**src/rtl/mem_arbiter_if.sv**
```systemverilog
// Bus bundle between the instruction/data caches, the arbiter and the RAM.
// Handshake: a requester holds xREN/xWEN until its xwait goes low; that cycle is the completion cycle and xload is valid in it.
interface mem_arbiter_if;
    logic        iREN;
    logic [31:0] iaddr;
    logic        dREN;
    logic        dWEN;
    logic [31:0] daddr;
    logic [31:0] dstore;
    logic [31:0] ramload;
    logic [1:0]  ramstate;
    logic        iwait;
    logic        dwait;
    logic [31:0] iload;
    logic [31:0] dload;
    logic        ramREN;
    logic        ramWEN;
    logic [31:0] ramaddr;
    logic [31:0] ramstore;
    logic        memerr;

    modport slave (
        input  iREN, iaddr, dREN, dWEN, daddr, dstore, ramload, ramstate,
        output iwait, dwait, iload, dload, ramREN, ramWEN, ramaddr, ramstore, memerr
    );

    modport master (
        output iREN, iaddr, dREN, dWEN, daddr, dstore, ramload, ramstate,
        input  iwait, dwait, iload, dload, ramREN, ramWEN, ramaddr, ramstore, memerr
    );
endinterface

```
**src/rtl/mem_arbiter.sv**
```systemverilog
// Single-port RAM arbiter for instruction and data caches: data has priority, with
// a starvation guard for instruction fetches and a grant timeout that aborts and re-arbitrates.
module mem_arbiter #(
    parameter int STARVE_LIMIT = 4,
    parameter int TIMEOUT      = 15
) (
    input  logic         clk,
    input  logic         rst,
    mem_arbiter_if.slave bus,
    output logic [1:0]   dbgState
);
    typedef enum logic [1:0] {
        IDLE  = 2'd0,
        IGNT  = 2'd1,
        DGNT  = 2'd2,
        ABORT = 2'd3
    } state_t;

    localparam int          SW         = (STARVE_LIMIT < 1) ? 1 : $clog2(STARVE_LIMIT + 1);
    localparam logic [SW-1:0] STARVE_MAX = SW'(STARVE_LIMIT);
    localparam logic [3:0]  TOUT_LAST  = 4'(TIMEOUT - 1);
    localparam logic [1:0]  RAM_ACCESS = 2'd2;
    localparam logic [1:0]  RAM_ERROR  = 2'd3;

    state_t        state;
    state_t        nextState;
    logic [SW-1:0] starveCnt;
    logic [3:0]    toutCnt;
    logic          dReq;
    logic          ramDone;
    logic          ramErr;
    logic          grantReq;
    logic          iDone;
    logic          dDone;

    assign dReq    = bus.dREN | bus.dWEN;
    assign ramErr  = (bus.ramstate == RAM_ERROR);
    assign ramDone = (bus.ramstate == RAM_ACCESS) | ramErr;

    always_comb begin
        nextState    = state;
        grantReq     = 1'b0;
        iDone        = 1'b0;
        dDone        = 1'b0;
        bus.ramREN   = 1'b0;
        bus.ramWEN   = 1'b0;
        bus.ramaddr  = '0;
        bus.ramstore = '0;
        bus.memerr   = 1'b0;
        case (state)
            IDLE: begin
                if (dReq && !(bus.iREN && starveCnt == STARVE_MAX)) nextState = DGNT;
                else if (bus.iREN)                                  nextState = IGNT;
            end
            IGNT: begin
                grantReq    = bus.iREN;
                bus.ramREN  = bus.iREN;
                bus.ramaddr = bus.iaddr;
                iDone       = bus.iREN & ramDone;
                bus.memerr  = iDone & ramErr;
            end
            DGNT: begin
                grantReq     = dReq;
                bus.ramWEN   = bus.dWEN;
                bus.ramREN   = bus.dREN & ~bus.dWEN;
                bus.ramaddr  = bus.daddr;
                bus.ramstore = bus.dstore;
                dDone        = dReq & ramDone;
                bus.memerr   = dDone & ramErr;
            end
            ABORT: begin
                bus.memerr = 1'b1;
                nextState  = IDLE;
            end
            default: nextState = IDLE;
        endcase
        // A dropped request or a completion ends the grant; otherwise the 15th idle grant cycle aborts.
        if (state == IGNT || state == DGNT) begin
            if (!grantReq || ramDone)   nextState = IDLE;
            else if (toutCnt == TOUT_LAST) nextState = ABORT;
        end
    end

    assign bus.iwait = bus.iREN & ~iDone;
    assign bus.dwait = dReq & ~dDone;
    assign bus.iload = iDone ? bus.ramload : 32'd0;
    assign bus.dload = dDone ? bus.ramload : 32'd0;
    assign dbgState  = state;

    always_ff @(posedge clk or posedge rst) begin
        if (rst) begin
            state     <= IDLE;
            starveCnt <= '0;
            toutCnt   <= '0;
        end else begin
            state <= nextState;
            if (state == IDLE) begin
                toutCnt <= '0;
                if (nextState == IGNT || !bus.iREN)                   starveCnt <= '0;
                else if (nextState == DGNT && starveCnt != STARVE_MAX) starveCnt <= starveCnt + 1'b1;
            end else if ((state == IGNT || state == DGNT) && !ramDone) begin
                toutCnt <= toutCnt + 1'b1;
            end
        end
    end
endmodule

```
**src/flat_wrapper.sv**
```systemverilog
// flat-port wrapper written by rule: the top's interface ports become plain ports
module mem_arbiter_flat 
#(
    parameter int STARVE_LIMIT = 4,
    parameter int TIMEOUT      = 15
)
  (clk, rst, dbgState, bus_iREN, bus_iaddr, bus_dREN, bus_dWEN, bus_daddr, bus_dstore, bus_ramload, bus_ramstate, bus_iwait, bus_dwait, bus_iload, bus_dload, bus_ramREN, bus_ramWEN, bus_ramaddr, bus_ramstore, bus_memerr);
  mem_arbiter_if bus_i ();
  input  logic clk;
  input  logic rst;
  output logic [1:0] dbgState;
  input wire logic [$bits(bus_i.iREN)-1:0] bus_iREN;
  input wire logic [$bits(bus_i.iaddr)-1:0] bus_iaddr;
  input wire logic [$bits(bus_i.dREN)-1:0] bus_dREN;
  input wire logic [$bits(bus_i.dWEN)-1:0] bus_dWEN;
  input wire logic [$bits(bus_i.daddr)-1:0] bus_daddr;
  input wire logic [$bits(bus_i.dstore)-1:0] bus_dstore;
  input wire logic [$bits(bus_i.ramload)-1:0] bus_ramload;
  input wire logic [$bits(bus_i.ramstate)-1:0] bus_ramstate;
  output wire logic [$bits(bus_i.iwait)-1:0] bus_iwait;
  output wire logic [$bits(bus_i.dwait)-1:0] bus_dwait;
  output wire logic [$bits(bus_i.iload)-1:0] bus_iload;
  output wire logic [$bits(bus_i.dload)-1:0] bus_dload;
  output wire logic [$bits(bus_i.ramREN)-1:0] bus_ramREN;
  output wire logic [$bits(bus_i.ramWEN)-1:0] bus_ramWEN;
  output wire logic [$bits(bus_i.ramaddr)-1:0] bus_ramaddr;
  output wire logic [$bits(bus_i.ramstore)-1:0] bus_ramstore;
  output wire logic [$bits(bus_i.memerr)-1:0] bus_memerr;
  assign bus_i.iREN = bus_iREN;
  assign bus_i.iaddr = bus_iaddr;
  assign bus_i.dREN = bus_dREN;
  assign bus_i.dWEN = bus_dWEN;
  assign bus_i.daddr = bus_daddr;
  assign bus_i.dstore = bus_dstore;
  assign bus_i.ramload = bus_ramload;
  assign bus_i.ramstate = bus_ramstate;
  assign bus_iwait = bus_i.iwait;
  assign bus_dwait = bus_i.dwait;
  assign bus_iload = bus_i.iload;
  assign bus_dload = bus_i.dload;
  assign bus_ramREN = bus_i.ramREN;
  assign bus_ramWEN = bus_i.ramWEN;
  assign bus_ramaddr = bus_i.ramaddr;
  assign bus_ramstore = bus_i.ramstore;
  assign bus_memerr = bus_i.memerr;
  mem_arbiter #(.STARVE_LIMIT(STARVE_LIMIT), .TIMEOUT(TIMEOUT)) u_core (.clk(clk), .rst(rst), .bus(bus_i), .dbgState(dbgState));
endmodule
```
**config.mk**
```make
export PLATFORM = sky130hd
export DESIGN_NAME = mem_arbiter_flat
export DESIGN_NICKNAME = d
export VERILOG_FILES = /design/src/rtl/mem_arbiter_if.sv /design/src/rtl/mem_arbiter.sv /design/src/flat_wrapper.sv
export SDC_FILE = /design/constraint.sdc
export NUM_CORES = 1
export LEC_CHECK = 0
export CAP_MARGIN = 40
export CORE_AREA = 2 2 104 106
export CTS_CLUSTER_SIZE = 12
export DETAILED_ROUTE_END_ITERATION = 6
export DIE_AREA = 0 0 106 108
export PLACE_DENSITY = 0.66
export SYNTH_ARGS = -nofsm -noshare
export SYNTH_HDL_FRONTEND = slang
export SYNTH_SLANG_ARGS = --single-unit
```
**constraint.sdc**
```tcl
create_clock -name clk -period 2.7 [get_ports clk]
set_input_delay 0.405 -clock clk [delete_from_list [all_inputs] [get_ports clk]]
set_output_delay 0.405 -clock clk [all_outputs]
set_load 0.01 [all_outputs]
```
# Word-level counts from Yosys, hierarchy flattened
# Index checks and enable logic that the tools add are counted.
# op_classes
addsub,2
n_mul,0
div,0
magnitude_cmp,0
n_eq_ne,10
shifts,0
n_mux,20
bitwise,12
reduce_logical,15
# op_table
operator,count
$mux 32,3
$pmux 32 s2,1
$eq 2x2->1 const B,5
$mux 2,5
$mux 4,2
$and 1x1->1,7
$mux 3,2
$add 4x1->4 const B,1
$eq 2x1->1 const B,2
$eq 4x4->1 const B,1
$logic_and 1x1->1,4
$logic_not 1->1,4
$pmux 1 s2,2
$pmux 2 s2,1
$reduce_bool 2->1,2
$add 3x1->3 const B,1
$eq 3x3->1 const B,1
$logic_or 1x1->1,3
$mux 1,3
$ne 3x3->1 const B,1
$not 1->1,3
$pmux 1 s3,1
$logic_not 2->1,1
$or 1x1->1,2
$reduce_and 2->1,1
# totals
ff_bits,9
latchBits,0
ramBits,0
mem_bits_ro,0
inputBits,135
out_inout_bits,135
wordCells,62
memories,0

# Longest topological paths before layout
# depth
word_depth,13
ltp_mapped,8
mapped_depth_nobuf,7

# Least setup slack after synthesis
# Ideal clock, no wire load.
# synth_timing
kind,reg2reg
from,register u_core.state[0] (netlist: u_core.dbgState[0])
to,register u_core.starveCnt[2]
setup_time_ps,90
arrival_time_ps,2244
slack_ps,366
path_stages_with_launch,9
n_path_buf,1
path_cell_list,dfrtp_1 inv_1 ha_1 buf_2 nand2b_1 a221o_1 a211o_1 or4_1 o221ai_1
# synth_between
elab_chain_cells,10
word_cells_on_any_way,21
classes_between,5 x eq/ne; 8 x mux; 8 x reduce/logical
# synth_rtl
item,line_no,rtl
from (decl),mem_arbiter.sv:25,state_t state;
from (signal assigned),mem_arbiter.sv:96,state <= nextState;
$mux 2 (tied with other cells),mem_arbiter.sv:53,else if (bus.iREN) nextState = IGNT;
$mux 2 / $pmux 1 s2 (equally long branches),"mem_arbiter.sv:52, mem_arbiter.sv:50",
$pmux 2 s2 / $logic_not 1->1 (equally long branches),"mem_arbiter.sv:50, mem_arbiter.sv:79",
$mux 2 / $logic_or 1x1->1 (equally long branches),"mem_arbiter.sv:80, mem_arbiter.sv:79",
$mux 2,mem_arbiter.sv:79,if (!grantReq || ramDone) nextState = IDLE;
$mux 2,mem_arbiter.sv:78,if (state == IGNT || state == DGNT) begin
$eq 2x2->1 / $eq 2x1->1 (equally long branches),"mem_arbiter.sv:100, mem_arbiter.sv:99",
$logic_and 1x1->1 / $logic_or 1x1->1 (equally long branches),"mem_arbiter.sv:100, mem_arbiter.sv:99",
$reduce_bool 2->1 (no line),-,
$reduce_and 2->1 (no line),-,
to (signal assigned),mem_arbiter.sv:100,else if (nextState == DGNT && starveCnt != STARVE_MAX) starveCnt <= starveCnt + 1'b1;
to (decl),mem_arbiter.sv:27,logic [SW-1:0] starveCnt;
# Parallel ways exist; a longest one is shown, timed or not.
# A chain may end at the register's enable or synchronous reset.

# Worst setup path in the final report
# layout_timing
from,register u_core.state[1] (netlist: u_core.dbgState[1])
to,output port bus_iload[7]
# layout_between
elab_chain_cells,3
# layout_rtl
item,line_no,rtl
$eq 2x1->1,mem_arbiter.sv:50,case (state)
$mux 1,mem_arbiter.sv:50,
$mux 32,mem_arbiter.sv:86,assign bus.iload = iDone ? bus.ramload : 32'd0;
to (decl),flat_wrapper.sv:22,output wire logic [$bits(bus_i.iload)-1:0] bus_iload;
# No other way between the ends.

==> flow_summary.yaml <==
yosys:
  yosys_warnings: 0
  synth_common_cells: "97 x and2_1, 33 x nor2b_1, 32 x a22oi_1, 20 x clkbuf_1, 11 x nor2_1"
  synth_fp_nets: 404
  yosysMostFrequentCell: "and2_1"
  synth_cell_types: 34
  synth.area.top_cells: "and2_1 34%, a22oi_1 13%, dfrtp_1 13%"
  async_reset_ff_share_pct: 100
  yosysTopAreaCell: "and2_1"
  synth_cells: 261
  ys_ff_latch: 9
  synthesis.area_sq_mm: 0.00180
  synthFlopType: "dfrtp_1"
  yosysTopAreaCellShare_pct: 33.7
  seq_area_frac_synth_pct: 12.5
  syn-mean-instance-area_sq_um: 6.90
  synth_edf_count: 0
timing:
  finalCritPeriodShare_pct: 94.3
  slew_headroom_pct: 73.3
  worst_slew_pin_slew_ns: 0.400
  hold_viol_final: 0
  grt_setup_unrepaired: "false"
  setup_viol: 0
  timing.fmax_mhz: 393
  finClkSkew_ns: 0.00134
  report.final.slew_viol_count: 0
  finalCriticalPeriod_ns: 2.55
  final.setup.tns_ns: 0
  setup_slack_ns: 0.154
placement:
  preCtsSetupSlack_ns: 0.128
  dpl.hpwl_um: 8690
  port_buffers: 269
  dpl-instance-area_sq_mm: 0.00469
  gp_congestion: 0.806
finish:
  nNetsFinal: 666
  layout-drive-gt1-share_pct: 3.64
  stdcell_area_sq_mm: 0.00475
  diodes: 0
  multi_input_area_sq_mm: 0.00146
  syn2layout_area_growth_pct: 164
  n_fill_cell: 1003
  fin_util_pct: 46.4
  register_area_sq_um: 226
power_and_ir_drop:
  power_frac_comb_pct: 85.0
  sequentialPowerShare_pct: 8.5
  powerDensity_mw_per_mm2: 483
  ir_drop_uv: 292
  p_leak_nw: 1.77
  netSwitchingFraction_pct: 41.1
  p_sw_mw: 0.943
  p_int_mw: 1.35
  power_mw: 2.30
  clkPwrFrac_pct: 6.6
die:
  dieArea_sq_mm: 0.0114
  initial_core_util_pct: 17.6
  die_w_um: 106
  num_io_pins: 270
  rows: 37
  core_sq_mm: 0.0102
  die_h_um: 108
clock_network:
  cts_buffers: 3
  cts_tree: "built"
  root_buffer: "clkbuf_8"
  cts_hold_buf: 0
  cts.htree.levels: 1
  cts_num_sinks: 9
  cts_buffer_depth: 2
  clk_latency_ns: 0.22
  clk_pin_slew_ns: 0.04
global_route:
  grt_pass1_vias: 2798
  grtUsageTotal_pct: 16.3
  antenna_found_initial: 0
  grt_pass1_wl_um: 15000
  grt_max_degree: 48
  grt_overflow: 0
detailed_routing:
  wl_per_cell_um: 15.9
  vias: 2781
  drc: 0
  vias_per_cell: 4.23
  ant_nets: 0
  wirelength_um: 10400
  first_pass_iters: 4
  first_iter_violations: 157
setup_path:
  endpoint_kind: "output port"
  crit_fanout: 33
  crit_path_start_kind: "flip-flop"
  critPathKind: "flip-flop to output port"
  crit_required_ns: 2.30
  r2r_setup_slack_ns: 0.33
  r2r_start: "u_core.dbgState[0]"
  reg2regPathDepth: 7
  worst_r2r_endpoint: "u_core.starveCnt[2]"
  critPathArrivalTime_ns: 2.14
run_status:
  outcome: "finished, final reports clean"
job:
  maxCapViolCount: 0
hold_path:
  hp-class: "input port to async pin"
-- worst max-delay path, stage by stage (launching register included) --
cell and delay [ns]:
dfrtp_1 0.42, inv_2 0.11, ha_1 0.18, nand2_1 0.11, nor2_1 0.19, buf_12 0.19
and2_1 0.17, clkdlybuf4s50_1 0.55
-- cell families after synthesis --
family	share of synthesized area, %
AO/OA/AOI/OAI	22.0
buffers and inverters	6.81
AND/OR/NAND/NOR	52.1
adder cells (fa/ha/maj)	5.56
XOR/XNOR	0.973
flip-flops	12.5
-- cells in the final DEF, fill, tap and decap left out, drive strengths merged --
cell | synthesis | routed
a211o | 1 | 1
a211oi | 1 | 1
a21boi | 1 | 1
a21o | 1 | 1
a21oi | 1 | 1
a221o | 2 | 2
a221oi | 1 | 1
a22oi | 32 | 32
a31o | 1 | 1
a41oi | 1 | 1
and2 | 97 | 97
buf | 2 | 10
clkbuf | 20 | 4
clkdlybuf4s50 | 0 | 268
dfrtp | 9 | 9
dlymetal6s2s | 0 | 1
ha | 8 | 8
inv | 10 | 10
nand2 | 9 | 9
nand2b | 2 | 2
nand3 | 2 | 2
nand3b | 1 | 1
nand4 | 1 | 1
nor2 | 11 | 11
nor2b | 33 | 33
o21ai | 3 | 3
o21bai | 1 | 1
o221ai | 2 | 2
o22ai | 2 | 2
o2bb2ai | 1 | 1
o41ai | 1 | 1
or3 | 1 | 1
or4 | 1 | 1
xor2 | 2 | 2
-- stage by stage --
stage	hold WS (ns)	std cells
finish	0.440	658
global route	0.473	658
CTS	0.449	658
detailed placement	0.537	654
global placement	0.530	654
floorplan	0.233	261
-- layer usage --
metal	GRT usage, %	up-vias	wire length [um]
met2	33.2	131	5640
li1	-	1394	-
met1	15.8	1252	3610
met4	1.60	0	59
met5	0	-	0
met3	6.57	4	1140
-- area by class of cell --
class                      count  area share [%]
inverter                      10           0.790
clock buffer                   4           0.948
multi-input combinational    220            30.7
sequential                     9            4.77
tap                          136            3.58
timing repair buffer         279            59.2
-- sequential cells by signal (all words and copies together) (netlist names) --
name              cells
u_core.starveCnt      3
u_core.toutCnt        4
u_core.dbgState       2
-- power groups by stage --
stage | clock, mW | combinational (mW) | sequential [mW]
detailed placement | 0 | 1.96 | 0.196
CTS | 0.155 | 1.97 | 0.194
floorplan | 0 | 0.899 | 0.194
global route | 0.165 | 2.11 | 0.200
global placement | 0 | 1.93 | 0.194
finish | 0.151 | 1.95 | 0.194
-- how the worst max path moves through the flow --
stage | endpoint | slack, ns | from | cells past startpoint
after floorplan | u_core.starveCnt[2] | 0.37 | u_core.dbgState[0] | 8
after CTS | bus_memerr | 0.07 | u_core.dbgState[0] | 7
after detailed placement | bus_memerr | 0.13 | bus_iREN | 7
after global placement | bus_memerr | 0.14 | bus_iREN | 7
final | bus_iload[7] | 0.15 | u_core.dbgState[1] | 7
after global routing | bus_iload[7] | 0.01 | u_core.dbgState[1] | 7
-- repair_timing --
item / in CTS / in global routing
resized for setup: 0 / 6
setup buffers: 0 / 0
endpoints found under the setup margin: 0 / 40
Note: power is estimated with default switching activity, not from simulation.
